[config.mk]
export PLATFORM = sky130hd
export DESIGN_NAME = id_ex_stage_buf
export DESIGN_NICKNAME = d
export VERILOG_FILES = /design/src/rtl/idex_pkg.sv /design/src/rtl/id_ex_stage_buf_pipe_slot.sv /design/src/rtl/id_ex_stage_buf.sv
export SDC_FILE = /design/constraint.sdc
export NUM_CORES = 1
export LEC_CHECK = 0
export BUFFER_PORTS_ARGS = -buffer_cell sky130_fd_sc_hd__buf_2
export CORE_MARGIN = 10
export CORE_UTILIZATION = 51
export CTS_BUF_LIST = sky130_fd_sc_hd__clkbuf_2 sky130_fd_sc_hd__clkbuf_4 sky130_fd_sc_hd__clkbuf_8
export CTS_CLUSTER_SIZE = 10
export DETAILED_ROUTE_END_ITERATION = 6
export MAX_ROUTING_LAYER = met4
export PLACE_DENSITY = 0.85
export SYNTH_ARGS = -nofsm -noshare
export SYNTH_HDL_FRONTEND = slang
export SYNTH_HIERARCHICAL = 1
export SYNTH_SLANG_ARGS = --single-unit
[constraint.sdc]
create_clock -name clk -period 3.08 [get_ports clk]
set_input_delay 0.154 -clock clk [delete_from_list [all_inputs] [get_ports clk]]
set_output_delay 0.154 -clock clk [all_outputs]
set_load 0.005 [all_outputs]
[src/rtl/idex_pkg.sv]
// rtl/idex_pkg.sv - shared widths, bundle layout and state encoding for the ID/EX buffer
package idex_pkg;

  localparam int IDEX_DATA_W = 32;
  localparam int IDEX_RA_W   = 5;
  localparam int IDEX_WB_W   = 2;
  localparam int IDEX_M_W    = 2;
  localparam int IDEX_EX_W   = 4;
  localparam int IDEX_CNT_W  = 16;

  typedef enum logic [1:0] {
    ST_EMPTY = 2'd0,
    ST_HEAD  = 2'd1,
    ST_FULL  = 2'd2
  } slot_state_e;

  // Bundle layout, LSB first: rd, rt, rs, imm, rd2, rd1, ex, m, wb.
  typedef enum int {
    F_RD, F_RT, F_RS, F_IMM, F_RD2, F_RD1, F_EX, F_M, F_WB
  } field_e;

  function automatic int bundle_w(int wb_w, int m_w, int ex_w, int data_w, int ra_w);
    return wb_w + m_w + ex_w + 3 * data_w + 3 * ra_w;
  endfunction

  function automatic int field_off(field_e f, int data_w, int ra_w, int ex_w, int m_w);
    case (f)
      F_RD:    return 0;
      F_RT:    return ra_w;
      F_RS:    return 2 * ra_w;
      F_IMM:   return 3 * ra_w;
      F_RD2:   return 3 * ra_w + data_w;
      F_RD1:   return 3 * ra_w + 2 * data_w;
      F_EX:    return 3 * ra_w + 3 * data_w;
      F_M:     return 3 * ra_w + 3 * data_w + ex_w;
      default: return 3 * ra_w + 3 * data_w + ex_w + m_w;
    endcase
  endfunction

endpackage

[src/rtl/id_ex_stage_buf_pipe_slot.sv]
// rtl/id_ex_stage_buf_pipe_slot.sv - bundle-wide register with load enable and async reset
module pipe_slot #(
  parameter int W = 1
) (
  input  logic         clk,
  input  logic         rst,
  input  logic         load,
  input  logic [W-1:0] d,
  output logic [W-1:0] q
);

  always_ff @(posedge clk or posedge rst) begin
    if (rst) begin
      q <= '0;
    end else if (load) begin
      q <= d;
    end
  end

endmodule

[src/rtl/id_ex_stage_buf.sv]
// rtl/id_ex_stage_buf.sv - ID/EX pipeline boundary with valid/ready, flush, skid entry and stall counter
module id_ex_stage_buf
  import idex_pkg::*;
#(
  parameter int DATA_W = IDEX_DATA_W,
  parameter int RA_W   = IDEX_RA_W,
  parameter int WB_W   = IDEX_WB_W,
  parameter int M_W    = IDEX_M_W,
  parameter int EX_W   = IDEX_EX_W,
  parameter int SKID   = 1,
  parameter int CNT_W  = IDEX_CNT_W
) (
  input  logic              clk,
  input  logic              rst,
  input  logic              in_valid,
  output logic              in_ready,
  input  logic [WB_W-1:0]   wb_in,
  input  logic [M_W-1:0]    m_in,
  input  logic [EX_W-1:0]   ex_in,
  input  logic [DATA_W-1:0] rd1_in,
  input  logic [DATA_W-1:0] rd2_in,
  input  logic [DATA_W-1:0] imm_in,
  input  logic [RA_W-1:0]   rs_in,
  input  logic [RA_W-1:0]   rt_in,
  input  logic [RA_W-1:0]   rd_in,
  input  logic              flush,
  output logic              out_valid,
  input  logic              out_ready,
  output logic [WB_W-1:0]   wb_out,
  output logic [M_W-1:0]    m_out,
  output logic [EX_W-1:0]   ex_out,
  output logic [DATA_W-1:0] rd1_out,
  output logic [DATA_W-1:0] rd2_out,
  output logic [DATA_W-1:0] imm_out,
  output logic [RA_W-1:0]   rs_out,
  output logic [RA_W-1:0]   rt_out,
  output logic [RA_W-1:0]   rd_out,
  output logic [CNT_W-1:0]  stall_cnt
);

  localparam int BW    = bundle_w(WB_W, M_W, EX_W, DATA_W, RA_W);
  localparam int O_RD  = field_off(F_RD,  DATA_W, RA_W, EX_W, M_W);
  localparam int O_RT  = field_off(F_RT,  DATA_W, RA_W, EX_W, M_W);
  localparam int O_RS  = field_off(F_RS,  DATA_W, RA_W, EX_W, M_W);
  localparam int O_IMM = field_off(F_IMM, DATA_W, RA_W, EX_W, M_W);
  localparam int O_RD2 = field_off(F_RD2, DATA_W, RA_W, EX_W, M_W);
  localparam int O_RD1 = field_off(F_RD1, DATA_W, RA_W, EX_W, M_W);
  localparam int O_EX  = field_off(F_EX,  DATA_W, RA_W, EX_W, M_W);
  localparam int O_M   = field_off(F_M,   DATA_W, RA_W, EX_W, M_W);
  localparam int O_WB  = field_off(F_WB,  DATA_W, RA_W, EX_W, M_W);

  slot_state_e   state, state_n;
  logic          accept, consume;
  logic          head_load, skid_load, head_from_skid;
  logic [BW-1:0] in_bundle, head_d, head_q, skid_q;

  always_comb begin
    in_bundle = '0;
    in_bundle[O_RD  +: RA_W]   = rd_in;
    in_bundle[O_RT  +: RA_W]   = rt_in;
    in_bundle[O_RS  +: RA_W]   = rs_in;
    in_bundle[O_IMM +: DATA_W] = imm_in;
    in_bundle[O_RD2 +: DATA_W] = rd2_in;
    in_bundle[O_RD1 +: DATA_W] = rd1_in;
    in_bundle[O_EX  +: EX_W]   = ex_in;
    in_bundle[O_M   +: M_W]    = m_in;
    in_bundle[O_WB  +: WB_W]   = wb_in;
  end

  assign accept  = in_valid & in_ready;
  assign consume = out_valid & out_ready;

  always_comb begin
    state_n        = state;
    head_load      = 1'b0;
    skid_load      = 1'b0;
    head_from_skid = 1'b0;
    case (state)
      ST_EMPTY: begin
        if (accept) begin
          state_n   = ST_HEAD;
          head_load = 1'b1;
        end
      end
      ST_HEAD: begin
        if (accept && consume) begin
          head_load = 1'b1;
        end else if (accept && SKID != 0) begin
          state_n   = ST_FULL;
          skid_load = 1'b1;
        end else if (consume) begin
          state_n = ST_EMPTY;
        end
      end
      ST_FULL: begin
        if (consume) begin
          state_n        = ST_HEAD;
          head_load      = 1'b1;
          head_from_skid = 1'b1;
        end
      end
      default: state_n = ST_EMPTY;
    endcase
    // Flush wins over everything, including a same-cycle accept.
    if (flush) begin
      state_n   = ST_EMPTY;
      head_load = 1'b0;
      skid_load = 1'b0;
    end
  end

  always_ff @(posedge clk or posedge rst) begin
    if (rst) begin
      state     <= ST_EMPTY;
      out_valid <= 1'b0;
    end else begin
      state     <= state_n;
      out_valid <= (state_n != ST_EMPTY);
    end
  end

  generate
    if (SKID != 0) begin : g_skid
      logic in_ready_q;
      always_ff @(posedge clk or posedge rst) begin
        if (rst) begin
          in_ready_q <= 1'b0;
        end else begin
          in_ready_q <= (state_n != ST_FULL);
        end
      end
      assign in_ready = in_ready_q;

      pipe_slot #(.W(BW)) u_skid (
        .clk  (clk),
        .rst  (rst),
        .load (skid_load),
        .d    (in_bundle),
        .q    (skid_q)
      );
    end else begin : g_single
      // Holds in_ready low until the first edge after reset releases.
      logic armed;
      always_ff @(posedge clk or posedge rst) begin
        if (rst) begin
          armed <= 1'b0;
        end else begin
          armed <= 1'b1;
        end
      end
      assign in_ready = armed & (~out_valid | out_ready);
      assign skid_q   = '0;
    end
  endgenerate

  assign head_d = head_from_skid ? skid_q : in_bundle;

  pipe_slot #(.W(BW)) u_head (
    .clk  (clk),
    .rst  (rst),
    .load (head_load),
    .d    (head_d),
    .q    (head_q)
  );

  assign wb_out  = out_valid ? head_q[O_WB +: WB_W] : '0;
  assign m_out   = out_valid ? head_q[O_M  +: M_W]  : '0;
  assign ex_out  = out_valid ? head_q[O_EX +: EX_W] : '0;
  assign rd1_out = head_q[O_RD1 +: DATA_W];
  assign rd2_out = head_q[O_RD2 +: DATA_W];
  assign imm_out = head_q[O_IMM +: DATA_W];
  assign rs_out  = head_q[O_RS  +: RA_W];
  assign rt_out  = head_q[O_RT  +: RA_W];
  assign rd_out  = head_q[O_RD  +: RA_W];

  always_ff @(posedge clk or posedge rst) begin
    if (rst) begin
      stall_cnt <= '0;
    end else if (out_valid && !out_ready && stall_cnt != '1) begin
      stall_cnt <= stall_cnt + CNT_W'(1);
    end
  end

endmodule
==> summary.md <==
| Metric | Value |
|---|---|
| Worst-path fanout max | `79` |
| Standard cell with the maximum stage delay on the critical path | `dfrtp_1` |
| Number of instances resized during post-cts repair | `0` |
| CTS Buf Count | `45` |
| Number of remaining DRC errors | `0` |
| Cell Rows | `54` |
| Total of max-cap violations | `0` |
| Static leakage | `6.892 nW` |
| Maximum buffer depth of the clock tree | `3` |
| Worst slew slack as a fraction of its limit | `0.2852` |
| Post-Route Setup TNS | `0 ns` |
| Global routing met2 resource utilization | `0.3534` |
| Setup-violating endpoint count in the final report | `0` |
| VDD IR max | `0.4164 mV` |
| Layout cells sized above 1 | `0.6112` |
| Die extent in y | `170.2 um` |
| Maximum operating frequency | `426.5 MHz` |
| Worst path buffer plus inverter count | `1` |
| Top cells by area in the synthesized netlist | `dfrtp_1, mux2_2, clkbuf_8, xor2_1, buf_2` |
| Yosys reg bits | `258` |
| Crit path DAT | `2.75 ns` |
| Routing usage on met1 | `0.2464` |
| Antenna violations before repair | `5` |
| EDFF count, synth | `0` |
| Most instantiated flip-flop cell in the synthesis netlist | `dfrtp_1` |
| Hold Violations, Final | `0` |
| Number of warning messages in the yosys log | `6` |
| Yosys top cell by area | `dfrtp_1` |
| Layout fillers | `1459` |
| Per-cell routed wire length | `20.79 um` |
| Total of hold buffers inserted after clock tree synthesis | `123` |
| Final weighted congestion of routability-driven global placement | `0.8294` |
| Total power consumption of the routed design | `0.01051 W` |
| Global-route usage over all layers | `0.2123` |
| Drt via density | `5.381` |
| DRT iter0 DRCs | `434` |
| Die outline width | `170.2 um` |
| CP Class | `reg -> reg` |
| Starting density of the core | `0.5221` |
| Gr busiest metal | `met2` |
| Largest net degree at the start of global routing | `80` |
| Setup repair after global routing missed its margin | `no` |
| Post-CTS setup-driven buffer insertion count | `0` |
| Total via count in the routed design | `7776` |
| Tmin final | `2.344 ns` |
| Mean instance size in the synthesized netlist | `15.52 um^2` |
| Unique cell type count in the Yosys netlist | `41` |
| Top-level port count | `261` |
| Result of the run | `completed` |
| Core region area | `0.02203 mm^2` |
| Wire length of the first global-routing pass | `48250 um` |
| Clock slew at reported path FFs | `0.05 ns` |
| Worst-case hold slack | `0.1550 ns` |
| H-tree levels | `2` |
| Post-DP HPWL | `18450 um` |
| TritonCTS clock tree | `yes` |
| Fraction of post-synthesis cell area in the top cell type by area | `0.5614` |
| Synth async-reset ratio | `1.000` |
| Worst skew pair latency | `0.53 ns` |
| Post-Route WL | `30040 um` |
| Cells traversed along the worst timing path | `a21bo_2 -> nor4_2 -> buf_12 -> mux2_2` |
| Netlist area before placement | `0.01150 mm^2` |
| Clock net sink count | `258` |
| CP top delay family | `flip-flops` |
| Required time worst endpoint | `3.48 ns` |
| Library cell used as clock root buffer | `clkbuf_8` |
| Number of nets produced by synthesis | `866` |
| Sequential area share after synthesis | `0.5614` |
| Multi-input logic area | `0.004643 mm^2` |
| Total power density per cell area | `700.8 mW/mm^2` |
| Final Max Tran Viols | `0` |
| Count of buffers from port buffering | `260` |
| Cell count after placement | `1253` |
| Via count of the first global-routing pass | `8880` |
| Global-route congestion overflow total | `0` |
| Ratio of final minimum period to clock period | `0.7612` |
| Class of the tightest hold or removal check | `in -> reg` |
| Drt pass-1 iters | `6` |
| Met3 Use GR | `0.04998` |
| Net count, final | `1268` |
| Area occupied by registers | `0.006456 mm^2` |
| Worst clock skew | `0.01471 ns` |
| Setup crit end kind | `flip-flop` |
| Crit-path max cell delay | `0.57 ns` |
| Kind of start point of the critical path | `flip-flop` |
| Count of mapped cells out of synthesis | `741` |
| Final cell count without fillers | `1445` |
| Layout overhead on the synthesized area | `30.42%` |
| Die Outline Area | `0.02895 mm^2` |
| Actual transition at the worst max-transition pin | `1.070 ns` |
| Remaining antenna violation count after routing | `0` |
layer usage:
layer  up-vias  part of all wire
met5         -                 0
met4         0             0.030
li1       3467                 -
met3        79             0.058
met1      3955              0.40
met2       275              0.51
stage by stage:
step | instance area (um^2) | setup WS [ns] | util
floorplan | 11510 | 1.214 | -
global placement | 12970 | 0.8064 | 0.5890
detailed placement | 12970 | 0.7206 | 0.5890
CTS | 14990 | 0.7096 | 0.6804
global route | 15000 | 0.5903 | 0.6809
finish | 15000 | 0.7356 | 0.6809
worst register-to-register path, delay by kind of cell, from the launching register on:
kind                   cells  cell delay, ns
muxes                      1            0.51
AOI/OAI and AO/OA          1            0.32
buffers and inverters      1            0.40
DFF                        1            0.57
and+or+nand+nor            1            0.42
where the power goes:
group | total [W] | switching (W) | internal [W] | leakage [nW]
logic | 0.00243 | 0.000937 | 0.00149 | 3.37
registers | 0.00523 | 0.000669 | 0.00456 | 3.11
clock network | 0.00285 | 0.00128 | 0.00157 | 0.416
total | 0.0105 | 0.00289 | 0.00762 | 6.89
area by class of cell:
class                           instances  area share
Antenna cell                            5   0.0008342
Clock buffer                           61     0.05097
Tap cell                              280     0.02336
Clock inverter                          3    0.001168
Inverter                                3    0.001251
Multi-Input combinational cell        440      0.3096
Timing Repair Buffer                  395      0.1824
Sequential cell                       258      0.4305
flip-flops by register name, summed over array words and instances (netlist names):
signal           flops
u_head/q           119
g_skid.u_skid/q    119
state                2
stall_cnt           16
out_valid            1
in_ready             1
layout by cell type, fill, tap and decap left out, drive strengths merged, types with 6 or more instances in the layout:
cell,Yosys,final
nand2,7,7
nand4,6,6
dfrtp,258,258
nor2,11,11
dlygate4sd3,0,123
mux2,360,360
and2,8,8
buf,17,272
clkbuf,23,61
xor2,9,9
cell usage after synthesis (2+ instances only):
master / number
o211ai_1: 2
and3_1: 3
nor3_1: 2
a21oi_1: 5
nor2_2: 2
nand2_1: 7
nor4b_1: 2
clkbuf_8: 22
buf_6: 4
nor4_1: 2
nand3_1: 5
nand4_1: 4
xor2_1: 9
and2b_1: 2
buf_2: 12
xnor2_1: 2
nor2_1: 9
and2_1: 8
inv_1: 3
dfrtp_1: 258
mux2_2: 358
path summary, 6_finish.rpt:
check	from	end	slack, ns	cells after the start
min in group asynchronous	rst	u_head/q[115]	0.35	4
setup / recovery	out_valid	g_skid.u_skid/q[95]	0.74	4
hold / removal	in_valid	out_valid	0.16	5
max in group asynchronous	rst	g_skid.u_skid/q[34]	1.84	4
setup reg to reg	out_valid	g_skid.u_skid/q[95]	0.74	4
hold reg to reg	u_head/q[109]	u_head/q[109]	0.50	1
cells by family after synthesis:
logic type      share of synthesized area
compound gates                   0.007834
xor+xnor                         0.008378
fa+ha+maj                        0.001088
buf+inv                           0.03743
flops                              0.5614
mux                                0.3528
simple gates                      0.03101
(Power assumes the default switching activity.)
